===== src/rtl/tlb_miss_queue_if.sv =====
// tlb_miss_queue_if: DTLB miss request, L2 TLB walk and DTLB completion signals
// master: DTLB/L2 side drives req_*, flush, ptw_ready, ptw_resp_*; observes req_ready, ptw_req/vpn, resp_*
// slave:  the miss queue itself
interface tlb_miss_queue_if #(parameter int VPN_W = 27, parameter int IDX_W = 6);
  logic             req_valid;
  logic             req_ready;
  logic [VPN_W-1:0] req_vpn;
  logic [1:0]       req_source;
  logic [IDX_W-1:0] req_idx;
  logic             flush;
  logic             ptw_req;
  logic [VPN_W-1:0] ptw_vpn;
  logic             ptw_ready;
  logic             ptw_resp_valid;
  logic             ptw_resp_exception;
  logic             ptw_resp_error;
  logic             resp_valid;
  logic [VPN_W-1:0] resp_vpn;
  logic [1:0]       resp_source;
  logic [IDX_W-1:0] resp_idx;
  logic             resp_exception;
  logic             resp_error;
  modport master (
    output req_valid, req_vpn, req_source, req_idx, flush, ptw_ready, ptw_resp_valid,
           ptw_resp_exception, ptw_resp_error,
    input  req_ready, ptw_req, ptw_vpn, resp_valid, resp_vpn, resp_source, resp_idx,
           resp_exception, resp_error
  );
  modport slave (
    input  req_valid, req_vpn, req_source, req_idx, flush, ptw_ready, ptw_resp_valid,
           ptw_resp_exception, ptw_resp_error,
    output req_ready, ptw_req, ptw_vpn, resp_valid, resp_vpn, resp_source, resp_idx,
           resp_exception, resp_error
  );
endinterface


===== src/rtl/tlb_miss_queue.sv =====
// tlb_miss_queue: merging FIFO of DTLB misses issuing one page walk at a time to the L2 TLB
// clk, rst (async, active-low); bus: request, walk and completion signals (slave side)
module tlb_miss_queue #(
  parameter int DEPTH = 4,
  parameter int VPN_W = 27,
  parameter int IDX_W = 6
) (
  input logic           clk,
  input logic           rst,
  tlb_miss_queue_if.slave bus
);
  localparam int PW = $clog2(DEPTH);
  typedef enum logic [1:0] {IDLE, REQ, WAIT} state_t;
  state_t           state;
  logic [VPN_W-1:0] vpn_q [DEPTH];
  logic [1:0]       src_q [DEPTH];
  logic [IDX_W-1:0] idx_q [DEPTH];
  logic [PW-1:0]    head, tail, off;
  logic [PW:0]      count;
  logic             drop, hit, alloc, pop;
  // an entry is live when its distance from head is below count
  always_comb begin
    hit = 1'b0;
    off = '0;
    for (int i = 0; i < DEPTH; i++) begin
      off = PW'(i) - head;
      if ({1'b0, off} < count && vpn_q[i] == bus.req_vpn && src_q[i] == bus.req_source) hit = 1'b1;
    end
  end
  assign bus.req_ready = count < (PW + 1)'(DEPTH);
  assign bus.ptw_vpn   = vpn_q[head];
  assign alloc         = bus.req_valid & bus.req_ready & ~hit & ~bus.flush;
  assign pop           = (state == WAIT) & bus.ptw_resp_valid;
  always_ff @(posedge clk) begin
    if (alloc) begin
      vpn_q[tail] <= bus.req_vpn;
      src_q[tail] <= bus.req_source;
      idx_q[tail] <= bus.req_idx;
    end
    if (pop) begin
      bus.resp_vpn       <= vpn_q[head];
      bus.resp_source    <= src_q[head];
      bus.resp_idx       <= idx_q[head];
      bus.resp_exception <= bus.ptw_resp_exception;
      bus.resp_error     <= bus.ptw_resp_error;
    end
  end
  always_ff @(posedge clk or negedge rst) begin
    if (!rst) begin
      state          <= IDLE;
      head           <= '0;
      tail           <= '0;
      count          <= '0;
      drop           <= 1'b0;
      bus.ptw_req    <= 1'b0;
      bus.resp_valid <= 1'b0;
    end else begin
      bus.resp_valid <= pop & ~drop & ~bus.flush;
      if (bus.flush && state != WAIT) begin
        state       <= IDLE;
        head        <= '0;
        tail        <= '0;
        count       <= '0;
        bus.ptw_req <= 1'b0;
      end else if (bus.flush) begin
        // keep only the in-flight head so its walk response can still retire it
        head  <= head + PW'(pop);
        tail  <= head + PW'(1);
        count <= pop ? '0 : (PW + 1)'(1);
        drop  <= ~pop;
        state <= pop ? IDLE : WAIT;
      end else begin
        head  <= head + PW'(pop);
        tail  <= tail + PW'(alloc);
        count <= count + (PW + 1)'(alloc) - (PW + 1)'(pop);
        if (pop) drop <= 1'b0;
        case (state)
          IDLE: if (count != '0) begin
            state       <= REQ;
            bus.ptw_req <= 1'b1;
          end
          REQ: if (bus.ptw_ready) begin
            state       <= WAIT;
            bus.ptw_req <= 1'b0;
          end
          WAIT: if (pop) state <= IDLE;
          default: state <= IDLE;
        endcase
      end
    end
  end
endmodule


===== src/flat_wrapper.sv =====
// flat-port wrapper written by rule: the top's interface ports become plain ports
module tlb_miss_queue_flat 
#(
  parameter int DEPTH = 4,
  parameter int VPN_W = 27,
  parameter int IDX_W = 6
)
  (clk, rst, bus_req_valid, bus_req_vpn, bus_req_source, bus_req_idx, bus_flush, bus_ptw_ready, bus_ptw_resp_valid, bus_ptw_resp_exception, bus_ptw_resp_error, bus_req_ready, bus_ptw_req, bus_ptw_vpn, bus_resp_valid, bus_resp_vpn, bus_resp_source, bus_resp_idx, bus_resp_exception, bus_resp_error);
  tlb_miss_queue_if #(.VPN_W(VPN_W), .IDX_W(IDX_W)) bus_i ();
  input logic clk;
  input logic rst;
  input wire logic [$bits(bus_i.req_valid)-1:0] bus_req_valid;
  input wire logic [$bits(bus_i.req_vpn)-1:0] bus_req_vpn;
  input wire logic [$bits(bus_i.req_source)-1:0] bus_req_source;
  input wire logic [$bits(bus_i.req_idx)-1:0] bus_req_idx;
  input wire logic [$bits(bus_i.flush)-1:0] bus_flush;
  input wire logic [$bits(bus_i.ptw_ready)-1:0] bus_ptw_ready;
  input wire logic [$bits(bus_i.ptw_resp_valid)-1:0] bus_ptw_resp_valid;
  input wire logic [$bits(bus_i.ptw_resp_exception)-1:0] bus_ptw_resp_exception;
  input wire logic [$bits(bus_i.ptw_resp_error)-1:0] bus_ptw_resp_error;
  output wire logic [$bits(bus_i.req_ready)-1:0] bus_req_ready;
  output wire logic [$bits(bus_i.ptw_req)-1:0] bus_ptw_req;
  output wire logic [$bits(bus_i.ptw_vpn)-1:0] bus_ptw_vpn;
  output wire logic [$bits(bus_i.resp_valid)-1:0] bus_resp_valid;
  output wire logic [$bits(bus_i.resp_vpn)-1:0] bus_resp_vpn;
  output wire logic [$bits(bus_i.resp_source)-1:0] bus_resp_source;
  output wire logic [$bits(bus_i.resp_idx)-1:0] bus_resp_idx;
  output wire logic [$bits(bus_i.resp_exception)-1:0] bus_resp_exception;
  output wire logic [$bits(bus_i.resp_error)-1:0] bus_resp_error;
  assign bus_i.req_valid = bus_req_valid;
  assign bus_i.req_vpn = bus_req_vpn;
  assign bus_i.req_source = bus_req_source;
  assign bus_i.req_idx = bus_req_idx;
  assign bus_i.flush = bus_flush;
  assign bus_i.ptw_ready = bus_ptw_ready;
  assign bus_i.ptw_resp_valid = bus_ptw_resp_valid;
  assign bus_i.ptw_resp_exception = bus_ptw_resp_exception;
  assign bus_i.ptw_resp_error = bus_ptw_resp_error;
  assign bus_req_ready = bus_i.req_ready;
  assign bus_ptw_req = bus_i.ptw_req;
  assign bus_ptw_vpn = bus_i.ptw_vpn;
  assign bus_resp_valid = bus_i.resp_valid;
  assign bus_resp_vpn = bus_i.resp_vpn;
  assign bus_resp_source = bus_i.resp_source;
  assign bus_resp_idx = bus_i.resp_idx;
  assign bus_resp_exception = bus_i.resp_exception;
  assign bus_resp_error = bus_i.resp_error;
  tlb_miss_queue #(.DEPTH(DEPTH), .VPN_W(VPN_W), .IDX_W(IDX_W)) u_core (.clk(clk), .rst(rst), .bus(bus_i));
endmodule

===== config.mk =====
export PLATFORM = sky130hd
export DESIGN_NAME = tlb_miss_queue_flat
export DESIGN_NICKNAME = d
export VERILOG_FILES = /design/src/rtl/tlb_miss_queue_if.sv /design/src/rtl/tlb_miss_queue.sv /design/src/flat_wrapper.sv
export SDC_FILE = /design/constraint.sdc
export NUM_CORES = 1
export LEC_CHECK = 0
export BUFFER_PORTS_ARGS = -buffer_cell sky130_fd_sc_hd__buf_2
export CORE_ASPECT_RATIO = 1.2
export CORE_MARGIN = 3
export CORE_UTILIZATION = 50
export CTS_CLUSTER_SIZE = 40
export DETAILED_ROUTE_END_ITERATION = 10
export PLACE_DENSITY = 0.79
export SLEW_MARGIN = 10
export SYNTH_ARGS = -nofsm -noshare
export SYNTH_HDL_FRONTEND = slang
export SYNTH_SLANG_ARGS = --single-unit

===== constraint.sdc =====
create_clock -name clk -period 14.65 [get_ports clk]
set_input_delay 2.93 -clock clk [delete_from_list [all_inputs] [get_ports clk]]
set_output_delay 2.93 -clock clk [all_outputs]
set_load 0.02 [all_outputs]

; ---- After elaboration in Yosys (flattened, before gate mapping)
; Memories as Yosys holds them, arrays and structs flattened. A register that Yosys moved wholly into a read port is not among the register bits.
; Index checks and enable logic that the tools add are counted.
; W data, S select, Z words.
[totals]
register_bits = 41
mem_bits_rw = 140
inputBits = 43
output_inout_bits = 67
wordCells = 97
memories = 3
[classes]
addsub = 9
n_lt_le_gt_ge = 5
n_eq_ne = 17
n_mux = 26
bitwise_logic = 11
n_reduce_logical = 16
[mem_list]
columns = memory, depth, word_bits, rd, rd_clocked_by_memory_dff, wr, line
row1 = u_core.vpn_q, 4, 27, 5, 0, 1, tlb_miss_queue.sv:15  ; logic [VPN_W-1:0] vpn_q [DEPTH];
row2 = u_core.idx_q, 4, 6, 1, 1, 1, tlb_miss_queue.sv:17  ; logic [IDX_W-1:0] idx_q [DEPTH];
row3 = u_core.src_q, 4, 2, 5, 1, 1, tlb_miss_queue.sv:16  ; logic [1:0] src_q [DEPTH];
[op_table]
columns = op, count
row1 = $eq A27 B27 Y1, 4
row2 = $mux W2, 9
row3 = $mux W1, 13
row4 = $lt A2 B3 Y1, 4
row5 = $logic_and A1 B1 Y1, 9
row6 = $eq A2 B2 Y1, 4
row7 = $ne A4 B3 Y1 const B, 2
row8 = $and A1 B1 Y1, 6
row9 = $mux W3, 2
row10 = $pmux W2 S3, 1
row11 = $reduce_bool A3 Y1, 2
row12 = $not A1 Y1, 5
row13 = $add A2 B1 Y2, 2
row14 = $ne A4 B2 Y1 const B, 1
row15 = $reduce_and A4 Y1, 1
row16 = $sub A1 B2 Y2 const A, 2
row17 = $sub A2 B2 Y2 const A, 2
row18 = $add A3 B1 Y3, 1
row19 = $lt A3 B3 Y1 const B, 1
row20 = $ne A3 B1 Y1 const B, 1
row21 = $ne A3 B2 Y1 const B, 1
row22 = $reduce_and A3 Y1, 1
row23 = $sub A3 B1 Y3, 1
row24 = $add A2 B1 Y2 const B, 1
row25 = 8 further kinds, 8

; ---- Logic depth before layout (Yosys ltp)
[depth]
depth_word = 15
depth_mapped = 16
mapped_depth_nobuf = 14

; ---- Worst setup path before layout
; OpenSTA, ideal clock, no wires.
[synth_timing]
path_type = input to register
startpoint = input bus_req_vpn[25]
endpoint = memory u_core.idx_q[1][0] (enable)
setup_time_ns = 0.527
t_arrival_ns = 7.157
required_ns = 14.123
slack_ns = 6.966
path_stages = 6
path_buffers = 0
path_cell_list = xor2_1 a2111o_1 nor4_1 nand4_1 o21ai_0 nor4b_1
[synth_via]
elab_chain_len = 12
word_cells_on_any_way = 21
classes_between = 4 x eq/ne / 6 x mux / 3 x bitwise / 8 x reduce/logical
[synth_lines]
columns = item, line
row1 = start: declaration, flat_wrapper.sv:13  ; input wire logic [$bits(bus_i.req_vpn)-1:0] bus_req_vpn;
row2 = $eq A27 B27 Y1, tlb_miss_queue.sv:27  ; if ({1'b0, off} < count && vpn_q[i] == bus.req_vpn && src_q[i] == bus.req_source) hit = 1'b1;
row3 = $logic_and A1 B1 Y1 (2 in series), tlb_miss_queue.sv:27
row4 = $mux W1 (3 in series), tlb_miss_queue.sv:27
row5 = $mux W1 (*), tlb_miss_queue.sv:27
row6 = $not A1 Y1 (*), tlb_miss_queue.sv:32  ; assign alloc = bus.req_valid & bus.req_ready & ~hit & ~bus.flush;
row7 = $and A1 B1 Y1 (*) (2 in series), tlb_miss_queue.sv:32
row8 = $mux W1 (*), tlb_miss_queue.sv:35  ; if (alloc) begin
row9 = $mux W1 (implied by the code) (*), tlb_miss_queue.sv:38  ; idx_q[tail] <= bus.req_idx;
row10 = end: declaration, tlb_miss_queue.sv:17
; Every way passes the cells marked *; elsewhere a longest branch is shown, timed or not.

; ---- Worst setup path in the final report
[layout_timing]
startpoint = input bus_req_vpn[25]
endpoint = register u_core.count[2]
[layout_via]
elab_chain_len = 14
word_cells_on_any_way = 23
classes_between = 2 x add/sub / 4 x eq/ne / 6 x mux / 3 x bitwise / 8 x reduce/logical
[layout_lines]
columns = item, line
row1 = $eq A27 B27 Y1, tlb_miss_queue.sv:27
row2 = $logic_and A1 B1 Y1 (2 in series), tlb_miss_queue.sv:27
row3 = $mux W1 (3 in series), tlb_miss_queue.sv:27
row4 = $mux W1 (*), tlb_miss_queue.sv:27
row5 = $not A1 Y1 (*), tlb_miss_queue.sv:32
row6 = $and A1 B1 Y1 (*) (2 in series), tlb_miss_queue.sv:32
row7 = $add A3 B1 Y3 (*), tlb_miss_queue.sv:75  ; count <= count + (PW + 1)'(alloc) - (PW + 1)'(pop);
row8 = $sub A3 B1 Y3 (*), tlb_miss_queue.sv:75
row9 = $mux W3 (*), tlb_miss_queue.sv:65  ; end else if (bus.flush) begin
row10 = $mux W3 (*), tlb_miss_queue.sv:59  ; if (bus.flush && state != WAIT) begin
row11 = end signal: assignment, tlb_miss_queue.sv:69  ; count <= pop ? '0 : (PW + 1)'(1);
row12 = end signal: assignment, tlb_miss_queue.sv:75
row13 = end: declaration, tlb_miss_queue.sv:19  ; logic [PW:0] count;
; Marked as above.
; A chain may end at the register's enable or synchronous reset.

==> impl_metrics.py <==
metrics = {
    "drt": {
        "via_per_inst": 5.73,
        "vias": 4582,
        "drc": 0,
        "wl_um": 17900,
        "wl_per_cell_um": 22.4,
        "ant_nets": 0,
        "firstDrtPassIters": 5,
        "drt_iter0_drc": 469,
    },
    "worst_setup_path": {
        "crit_start": "bus_req_vpn[25]",
        "r2r_cells": 15,
        "path_class": "input port to register",
        "critPathRequiredTime_ps": 14960,
        "worstPathMaxFanout": 8,
        "path_cells": "buf_2 > xor2_1 > a2111o_1 > nor4_1 > nand4_1 > o21ai_0 > nor2_1 > ha_1 > inv_1 > fa_1 > xnor2_1 > xnor2_1 > nor2_1",
        "timing.rr.start": "u_core.head[0]",
        "cpPeakStageDelay_ps": 470,
        "slowest_stage": "nor4_1",
        "crit_arrival_ps": 5560,
        "crit_path_start_kind": "input port",
        "end_kind": "register",
    },
    "logic_synthesis": {
        "synth_ff_type": "edfxtp_1",
        "avgSynthCellArea_um2": 18.1,
        "async_flop_share_pct": 6.35,
        "synth_nets": 501,
        "synth_area_um2": 8150,
        "synth_cell_type_count": 33,
        "ys_top_cells_by_count": "177 x edfxtp_1, 90 x xor2_1, 35 x mux4_2",
        "yosysTopAreaCellShare_pct": 65.2,
        "yosys-top-cells-area": "edfxtp_1 65%, mux4_2 9.7%, xor2_1 9.7%, dfrtp_1 3.7%, xnor2_1 3.3%",
        "yosys.area.top_type": "edfxtp_1",
        "synth_cells": 449,
        "yosysSeqAreaShare_pct": 68.9,
        "ys_warn_count": 0,
        "synth_enable_flop_cells": 177,
        "yosysMostFrequentCell": "edfxtp_1",
        "ys_ff_latch": 189,
    },
    "global_route": {
        "grt_max_degree": 42,
        "grt_overflow": 0,
        "grt_antenna_before_repair": 0,
        "grt_pass1_vias": 4732,
        "grt_pass1_wl_um": 27800,
        "grt_usage_pct": 21.2,
    },
    "timing": {
        "skew_ps": 9.93,
        "timing.final.ws_setup_ps": 9390,
        "hold_violations": 0,
        "setup_viol": 0,
        "whs_ps": 453,
        "rsz0062_at_grt": "false",
        "slew_headroom_pct": 26.6,
        "slew_violations": 0,
        "finalCriticalPeriod_ps": 5260,
        "timing.fmax_ghz": 0.190,
        "tightest_slew_ps": 1100,
        "tns_ps": 0,
        "finalCritPeriodShare_pct": 35.9,
    },
    "layout": {
        "diodes": 0,
        "final_nets": 630,
        "drive_gt1_share_pct": 33.2,
        "nFillCells": 1200,
        "syn_to_final_growth_pct": 18.2,
        "final_cell_area_um2": 9640,
        "postLayoutCoreUtil_pct": 61.1,
    },
    "clocking": {
        "h-tree-depth": 4,
        "ctsResizeCount": 0,
        "clk_pin_slew_worst_paths_ps": 70,
        "clock_latency_ps": 430,
        "ctsLongestPathBuffers": 2,
        "postCtsHoldBufs": 0,
        "cts_made_buffers": 17,
        "postCtsSetupBuffers": 0,
        "clock_sinks": 189,
        "cts_root_buf": "clkbuf_16",
        "cts_tree": "yes",
    },
    "floorplan": {
        "dieArea_um2": 17900,
        "core_area_um2": 15800,
        "die_y_um": 146,
        "die_w_um": 123,
        "num_io_pins": 110,
        "start_util_pct": 51.7,
        "rows": 50,
    },
    "run_status": {
        "status": "finished clean",
    },
    "min_path": {
        "worstHoldStart": "u_core.drop",
        "hold_depth": 1,
        "min_path_type": "register to register",
    },
    "pwr": {
        "p_leak_nw": 3.37,
        "p_per_area_nw_per_um2": 140,
        "peakVddDrop_mv": 0.0835,
    },
    "placed_design": {
        "dp_slack_ps": 9020,
        "portBuffers": 109,
        "dp_hpwl_um": 12100,
        "place_congestion": 0.831,
        "placed_cell_area_um2": 9020,
    },
    "job": {
        "drv_cap": 0,
    },
}
==> logic make-up (layout without fill, tap and decap cells) <==
group / Yosys count / in the layout / synth area share (%)
buf+inv: 18 / 160 / 0.890
flops: 189 / 189 / 68.9
fa+ha+maj: 9 / 9 / 1.47
mux: 37 / 37 / 9.95
xor+xnor: 121 / 121 / 13.0
compound gates: 18 / 18 / 1.55
simple gates: 57 / 57 / 4.22
==> path summary, 6_finish.rpt <==
path	end	slack [ps]
max in group asynchronous	u_core.head[0]	12050
setup / recovery	u_core.count[2]	9390
hold / removal	u_core.bus.resp_valid	450
hold reg to reg	u_core.bus.resp_valid	450
setup reg to reg	u_core.count[2]	10660
min in group asynchronous	u_core.tail[1]	2370
==> placed cells by master, fill, tap and decap left out, types with 4 or more instances in the layout <==
| cell | n |
|---|---|
| mux4_2 | 35 |
| nor4_1 | 22 |
| dfrtp_1 | 11 |
| nor2_1 | 7 |
| a21oi_1 | 5 |
| buf_4 | 10 |
| clkbuf_16 | 22 |
| buf_2 | 109 |
| nand4_1 | 13 |
| xnor2_1 | 31 |
| ha_1 | 8 |
| xor2_1 | 90 |
| edfxtp_1 | 177 |
| o21ai_0 | 4 |
| inv_1 | 9 |
==> layout make-up <==
cell class | count | area, µm² | share of cell area [%]
Timing Repair Buffer | 119 | 621 | 6.44
Clock inverter | 9 | 63.8 | 0.662
Inverter | 9 | 33.8 | 0.351
Sequential cell | 189 | 5620 | 58.3
Multi-Input combinational cell | 242 | 2490 | 25.8
Clock buffer | 23 | 554 | 5.75
Tap cell | 208 | 260 | 2.70
==> power breakdown <==
part / internal [mW] / total [mW] / switching [mW]
registers: 0.643 / 0.666 / 0.0236
logic: 0.0856 / 0.220 / 0.134
clock network: 0.269 / 0.467 / 0.198
total: 0.998 / 1.35 / 0.355
==> registers in the layout, summed over array words and instances (netlist names), 2 cells and up <==
name and cells:
u_core.vpn_q 108, u_core.bus.resp_vpn 27, u_core.idx_q 24, u_core.src_q 8, u_core.bus.resp_idx 6, u_core.count 3, u_core.bus.resp_source 2, u_core.head 2
u_core.state 2, u_core.tail 2
==> critical path, delay by kind of cell <==
kind | cells | cell delay (ps)
fa+ha+maj | 2 | 400
xor+xnor | 3 | 420
compound gates | 2 | 770
buf+inv | 2 | 220
simple gates | 4 | 810
==> per-layer routing <==
metal  GRT usage [%]  vias to the layer above  share of wire (%)
met4            7.68                        0                2.2
li1                -                     2020                  -
met5               0                        -                  0
met3            3.93                       36                6.0
met1            27.8                     2350                 39
met2            35.5                      176                 53
==> stage by stage <==
stage,power [mW],std cells
after floorplan,0.813,449
after global placement,0.891,767
after detailed placement,0.898,767
after CTS,1.36,799
after global routing,1.40,799
final,1.35,799
(Power assumes the default switching activity.)
